### config.mk
export PLATFORM = sky130hd
export DESIGN_NAME = motor_pwm_driver
export DESIGN_NICKNAME = d
export VERILOG_FILES = /design/src/rtl/motor_pwm_driver.sv
export SDC_FILE = /design/constraint.sdc
export NUM_CORES = 1
export LEC_CHECK = 0
export CORE_MARGIN = 2
export CORE_UTILIZATION = 50
export CTS_CLUSTER_DIAMETER = 50
export DETAILED_ROUTE_END_ITERATION = 8
export GPL_TIMING_DRIVEN = 0
export PLACE_DENSITY = 0.71
export SLEW_MARGIN = 20
export SYNTH_ARGS = -nofsm -noshare
export SYNTH_HDL_FRONTEND = slang
export SYNTH_SLANG_ARGS = --single-unit
export TNS_END_PERCENT = 20
### constraint.sdc
create_clock -name c20k -period 2.4 [get_ports c20k]
set_input_delay 0.24 -clock c20k [delete_from_list [all_inputs] [get_ports c20k]]
set_output_delay 0.24 -clock c20k [all_outputs]
set_load 0.05 [all_outputs]
### src/rtl/motor_pwm_driver.sv
// Half-bridge PWM gate driver with dead-time insertion, period-boundary duty latching
// and a mid-on-time ADC trigger. Gates, triggers and Faulted are all registered.
module motor_pwm_driver #(
    parameter int unsigned DUTY_WIDTH = 8,
    parameter int unsigned DEAD_TIME  = 2
) (
    input  logic                  c20k,
    input  logic                  reset_n,
    input  logic                  Enable,
    input  logic                  Fault,
    input  logic [DUTY_WIDTH-1:0] MotorSignal,
    output logic                  HighGate,
    output logic                  LowGate,
    output logic                  AdcTrigger,
    output logic                  PeriodStart,
    output logic                  Faulted
);

    localparam int unsigned DEAD_W = 4;
    localparam logic [DUTY_WIDTH-1:0] COUNT_MAX     = '1;
    localparam logic [DUTY_WIDTH-1:0] ADC_LOW_POINT = DUTY_WIDTH'(2 ** (DUTY_WIDTH - 1));
    localparam logic [DEAD_W-1:0]     DEAD_MAX      = DEAD_W'(DEAD_TIME);

    typedef enum logic [1:0] {IDLE, RUN, FAULT} stateT;

    stateT                 state;
    logic [DUTY_WIDTH-1:0] count;
    logic [DUTY_WIDTH-1:0] dutyShadow;
    logic                  raw;
    logic [DEAD_W-1:0]     deadCnt;

    logic [DUTY_WIDTH-1:0] countNext;
    logic [DUTY_WIDTH-1:0] shadowNext;
    logic                  rawNext;
    logic                  deadDone;

    // With zero duty there is no on-time, so sample mid-period on the low side.
    function automatic logic [DUTY_WIDTH-1:0] adcPoint(input logic [DUTY_WIDTH-1:0] duty);
        return (duty == '0) ? ADC_LOW_POINT : (duty >> 1);
    endfunction

    // Next-cycle values used while running; duty is only reloaded at the wrap.
    always_comb begin
        countNext  = count + DUTY_WIDTH'(1);
        shadowNext = (count == COUNT_MAX) ? MotorSignal : dutyShadow;
        rawNext    = (count < dutyShadow);
        deadDone   = (deadCnt == DEAD_MAX);
    end

    // PeriodStart and AdcTrigger are timed to be high in the cycle Count holds the matching value.
    always_ff @(posedge c20k) begin
        if (!reset_n) begin
            state       <= IDLE;
            count       <= '0;
            dutyShadow  <= '0;
            raw         <= 1'b0;
            deadCnt     <= '0;
            HighGate    <= 1'b0;
            LowGate     <= 1'b0;
            AdcTrigger  <= 1'b0;
            PeriodStart <= 1'b0;
            Faulted     <= 1'b0;
        end else begin
            HighGate    <= 1'b0;
            LowGate     <= 1'b0;
            AdcTrigger  <= 1'b0;
            PeriodStart <= 1'b0;
            Faulted     <= 1'b0;
            case (state)
                IDLE: begin
                    if (Fault) begin
                        state   <= FAULT;
                        Faulted <= 1'b1;
                    end else if (Enable) begin
                        state       <= RUN;
                        count       <= '0;
                        dutyShadow  <= MotorSignal;
                        raw         <= 1'b0;
                        deadCnt     <= '0;
                        PeriodStart <= 1'b1;
                        AdcTrigger  <= (adcPoint(MotorSignal) == '0);
                    end
                end
                RUN: begin
                    if (Fault || !Enable) begin
                        state   <= Fault ? FAULT : IDLE;
                        Faulted <= Fault;
                        count   <= '0;
                        raw     <= 1'b0;
                        deadCnt <= '0;
                    end else begin
                        count       <= countNext;
                        dutyShadow  <= shadowNext;
                        raw         <= rawNext;
                        if (rawNext != raw) begin
                            deadCnt <= '0;
                        end else if (!deadDone) begin
                            deadCnt <= deadCnt + DEAD_W'(1);
                        end
                        HighGate    <= raw & deadDone;
                        LowGate     <= ~raw & deadDone;
                        PeriodStart <= (countNext == '0);
                        AdcTrigger  <= (countNext == adcPoint(shadowNext));
                    end
                end
                FAULT: begin
                    if (!Enable && !Fault) begin
                        state <= IDLE;
                    end else begin
                        Faulted <= 1'b1;
                    end
                end
                default: state <= IDLE;
            endcase
        end
    end

endmodule

Word-level counts from Yosys, hierarchy flattened
Cells that the tools add are included.
- bits in registers: 28
- latch bits: 0
- RAM bits: 0
- ROM bits: 0
- input bits: 12
- output and inout port bits: 5
- logic and storage cells: 85
- memories kept: 0
- add/sub/neg operators: 2
- multipliers: 0
- divide/modulo/power cells: 0
- magnitude comparators: 1
- equal/unequal tests: 13
- shift operators: 0
- muxes and demuxes: 39
- bitwise gates (word level): 5
- reductions and logical operators: 15
- operators with widths (operator ; number):
    8-bit two-way mux ; 9
    8-bit zero test ; 4
    8-bit one-hot mux with 2 select lines ; 2
    4-bit two-way mux ; 5
    1-bit two-way mux ; 12
    2-bit two-way mux ; 5
    2-bit inequality test, second input constant ; 5
    8-bit by 1-bit adder with 8-bit output, second input constant ; 1
    8-bit equality test ; 1
    8-bit equality test, second input constant ; 1
    8-bit < comparator ; 1
    4-bit one-hot mux with 2 select lines ; 1
    4-bit AND reduction ; 2
    1-bit one-hot mux with 2 select lines ; 3
    2-bit one-hot mux with 3 select lines ; 1
    3-bit AND reduction ; 2
    4-bit by 1-bit adder with 4-bit output, second input constant ; 1
    4-bit by 2-bit equality test with 1-bit output, second input constant ; 1
    4-bit inequality test, second input constant ; 1
    3-bit inequality test, second input constant ; 1
    1-bit inverter ; 3
    1-bit one-hot mux with 3 select lines ; 1
    3-bit OR reduction ; 1
    1-bit AND ; 2
    other kinds (8) ; 9

Longest topological paths before layout
- depth after elaboration: 7
- depth in mapped cells: 9
- mapped depth without buffers: 9

Worst setup path before layout
No wires, ideal clock.
- path type: reg2reg
- from: register count[0]
- to: register AdcTrigger
- library setup time: 59 ps
- data arrival time: 1902 ps
- data required time: 2341 ps
- setup slack: 439 ps
- stages on the path, launching flop included: 9
- path buffers: 0
- clock period less this slack: 1961 ps
- cell sequence: dfxtp_1 ha_1 nand3_4 nor2_4 mux2i_1 xor2_1 o211ai_1 nor4_1 a22o_1
- word-level cells in the longest chain between the ends: 7
- elaborated cells between the ends (all ways): 8
- those cells by class: add/sub: 1; eq/ne: 2; mux: 4; reduce/logical: 1
- ends and longest elaborated chain (element ; RTL line ; text):
    start, declared ; 27 ; logic [DUTY_WIDTH-1:0] count;
    start signal, assigned ; 92 ; count <= countNext;
    8-bit equality test ; 45 ; shadowNext = (count == COUNT_MAX) ? MotorSignal : dutyShadow;
    8-bit two-way mux ; 45 ;
    8-bit zero test ; 39 ; return (duty == '0) ? ADC_LOW_POINT : (duty >> 1);
    8-bit two-way mux ; 39 ;
    8-bit equality test * ; 103 ; AdcTrigger <= (countNext == adcPoint(shadowNext));
    1-bit two-way mux * ; 85 ; if (Fault || !Enable) begin
    1-bit one-hot mux with 2 select lines * ; 69 ; case (state)
    end signal, assigned ; 81 ; AdcTrigger <= (adcPoint(MotorSignal) == '0);
    end signal, assigned ; 103 ;
    end, declared ; 14 ; output logic AdcTrigger,
Every way passes the cells marked *; elsewhere a longest branch is shown, timed or not.
A chain may end at the register's enable or synchronous reset.

Worst setup path after layout
- from: register count[1]
- to: register AdcTrigger
The elaborated chain is that of the path after synthesis.

==> flow_summary.ini <==
[layout]
num_antenna_cells = 0
drive_above_1_share_pct = 8.051
fillCellCount = 328
stdcell_count = 282
areaGrowthSynthToFinish_pct = 15.31
fin_nets = 260
final_util_pct = 60.14

[yosys]
synth_warnings = 0
netlist_area_um2 = 1740
synth_top_family_by_area = simple AND/OR/NAND/NOR gates
synth_cell_types = 40
synth_compound_area_share_pct = 16.53
syn-num-nets = 239
yosys.area_share.adder_pct = 7.908
synthCells = 216
yosys.area_share.simple_pct = 30.48
yosys.area_share.xor_xnor_pct = 7.045
ys_seq_area_share_pct = 32.21
synth.avg_cell_area_um2 = 8.057
synth_mux_area_share_pct = 2.301
synth-seq-cells = 28

[sta]
grt_setup_unrepaired = no
finalSetupTns_ps = 0
hold_viol = 0
layout_min_cycle_time_ps = 2209
finClkSkew_ps = 6.235
timing.fmax_mhz = 452.6
worst_pin_slew_ps = 659.2
slew_headroom_pct = 55.71
post-route-period-util_pct = 92.06
finalMaxSlewViolations = 0
setup_viol = 0

[detailed_routing]
routed_via_density = 5.465
drc = 0
ant_nets = 0
drtPass1Iterations = 4
vias = 1541
drt_iter0_markers = 93
wl_per_cell_um = 14.33
wl_um = 4042

[pwr]
p_switching_w = 0.0002544
p_comb_share_pct = 16.5
sw_frac_of_total_pct = 28.62
power.density_cell_area_nw_per_um2 = 443.0
p_seq_share_pct = 55.6
clkPwrFrac_pct = 28.0
intPower_w = 0.0006346
power.leakage_nw = 0.7580
peakVddDrop_uv = 262.4

[global_routing]
grt_use_met1_pct = 31.15
grt_max_degree = 16
use_met3_pct = 2.883
grt_pass1_wl_um = 7003
antenna_found_initial = 0
busiest_layer = met2
grt_pass1_vias = 1462
grt-ovfl-total = 0
gr-usage-all-layers_pct = 22.29
use_met2_pct = 34.57

[floorplanning]
die_h_um = 63
initial_core_util_pct = 52.16
core.rowCount = 21
dieArea_um2 = 3969
die_width_um = 63
core_um2 = 3337
ios = 17

[outcome]
outcome = completed

[critical_path]
max_stage_delay_ps = 460
crit_slowest_cell = dfxtp_1
crit_path_start_kind = flop
reg2reg_depth = 8
cp_data_arrival_time_ps = 2520
crit_type = flop to flop
worst-path-max-fanout = 8
endpoint_kind = flop
cp_cell_sequence = ha_2 -> nand3_4 -> nor2_4 -> mux2i_1 -> xor2_1 -> o211ai_1 -> nor4_1 -> a22o_1
cp.required_ps = 2710

[clock_tree]
clkLatencyLatePin_ps = 350
cts_hold_buffers = 0
cts_max_level = 1
cts_resized = 0
cts_made_buffers = 3
cts_root_buf = clkbuf_4
clk_transition_reported_paths_ps = 160
clock-sinks = 28
cts_buffer_depth = 2
cts_tree = done
post_cts_buffers = 0

[placed_design]
hpwl_um = 3056
port_buffers = 16
placed_cells_incl_taps = 278
place_congestion = 0.8496

[worst_hold_path]
hold_depth = 2
min_path_type = flop to flop

[job]
max_cap_viol_count = 0
synth_stat cells:
master,count,area (um2)
nand3_1,7,35.03
and2_1,4,25.02
nand3b_1,2,15.01
a41oi_1,1,8.760
o211ai_1,3,22.52
xnor2_1,5,43.79
nor4b_2,1,15.01
clkbuf_1,5,18.77
nand4_1,1,6.260
dfxtp_1,28,560.5
and3_2,2,15.01
buf_2,1,5.000
a2111o_1,1,11.26
a31oi_1,5,31.28
mux2i_1,4,40.04
and3_1,4,25.02
nand2b_1,3,18.77
o21ai_1,2,10.01
nor2_1,22,82.58
a22o_1,2,17.52
a21boi_0,3,22.52
nor2_4,2,22.52
o211a_1,1,10.01
ha_1,11,137.6
xor2_1,9,78.83
nand3_4,1,17.52
or3_1,3,18.77
nand4b_1,1,8.760
o21ai_0,12,60.06
or2_4,1,8.760
or4_4,1,11.26
nor4_4,1,21.27
inv_1,10,37.54
o41ai_1,1,8.760
a21oi_1,14,70.07
nor4_1,4,25.02
nand4_4,1,21.27
nor3_1,5,25.02
nand2_1,30,112.6
a21o_1,2,15.01
state kept, by name, indices dropped and copies added (netlist names):
| signal | flops |
|---|---|
| AdcTrigger | 1 |
| Faulted | 1 |
| HighGate | 1 |
| LowGate | 1 |
| PeriodStart | 1 |
| count | 8 |
| deadCnt | 4 |
| dutyShadow | 8 |
| raw | 1 |
| state | 2 |
kinds of logic (layout without fill, tap and decap cells):
family | count (synthesis) | count (layout)
flip-flops | 28 | 28
XOR/XNOR | 14 | 14
AO/OA/AOI/OAI | 47 | 47
buffers and inverters | 16 | 36
AND/OR/NAND/NOR | 96 | 96
adder cells (fa/ha/maj) | 11 | 11
multiplexers | 4 | 4
stage by stage:
step | area [um2] | total power (W) | setup slack [ps] | hold slack, ps
5_1_grt | 2007 | 0.0009232 | 3.716 | 512.5
4_1_cts | 1994 | 0.0008850 | 53.52 | 490.2
3_3_place_gp | 1958 | 0.0006454 | 86.41 | 457.9
3_5_place_dp | 1958 | 0.0006473 | 83.15 | 457.2
2_1_floorplan | 1740 | 0.0005921 | 438.5 | 368.0
6_report | 2007 | 0.0008890 | 190.6 | 491.7
power groups by stage:
stage	logic, W	clock network, W	registers, W
detailed placement	0.000144	0	0.000504
CTS	0.000145	0.000247	0.000494
global placement	0.000142	0	0.000504
floorplan	0.0000868	0	0.000505
global route	0.000165	0.000262	0.000497
finish	0.000147	0.000249	0.000494
layer usage:
metal  vias to the layer above  wire length [um]
met4                         0                80
met5                         -                 0
li1                        799                 -
met1                       713              2033
met2                        22              1809
met3                         7               117
area by class of cell:
class	count	area [um2]	area share [%]
Buffer	6	23.77	1.185
Clock buffer	4	36.28	1.808
Inverter	10	37.54	1.870
Multi-Input combinational cell	172	1129	56.23
Sequential cell	28	563.0	28.05
Tap cell	46	57.56	2.868
Timing Repair Buffer	16	160.2	7.980
cells in the final DEF (no fill, tap or decap), types with 7 or more instances in the layout:
master	instances
nor2_1	22
nand3_1	7
a21oi_1	14
dfxtp_1	26
xor2_1	8
ha_1	10
clkdlybuf4s50_1	16
o21ai_0	12
inv_1	10
nand2_1	30
path summary, 6_finish.rpt:
check / start / slack (ps) / endpoint
setup / recovery: count[1]$_SDFFE_PN0P_ / 190 / AdcTrigger$_SDFF_PN0_
hold / removal: dutyShadow[0]$_SDFFE_PN0P_ / 490 / dutyShadow[0]$_SDFFE_PN0P_
hold reg to reg: dutyShadow[0]$_SDFFE_PN0P_ / 490 / dutyShadow[0]$_SDFFE_PN0P_
setup reg to reg: count[1]$_SDFFE_PN0P_ / 190 / AdcTrigger$_SDFF_PN0_
worst max-delay path: cells and delay by family, from the launching register on:
kind	cells	cell delay (ps)
compound gates	2	290
xor+xnor	1	190
fa+ha+maj	1	300
flops	1	460
mux	1	250
simple gates	3	680
No activity file was read; power rests on OpenSTA's default activity.
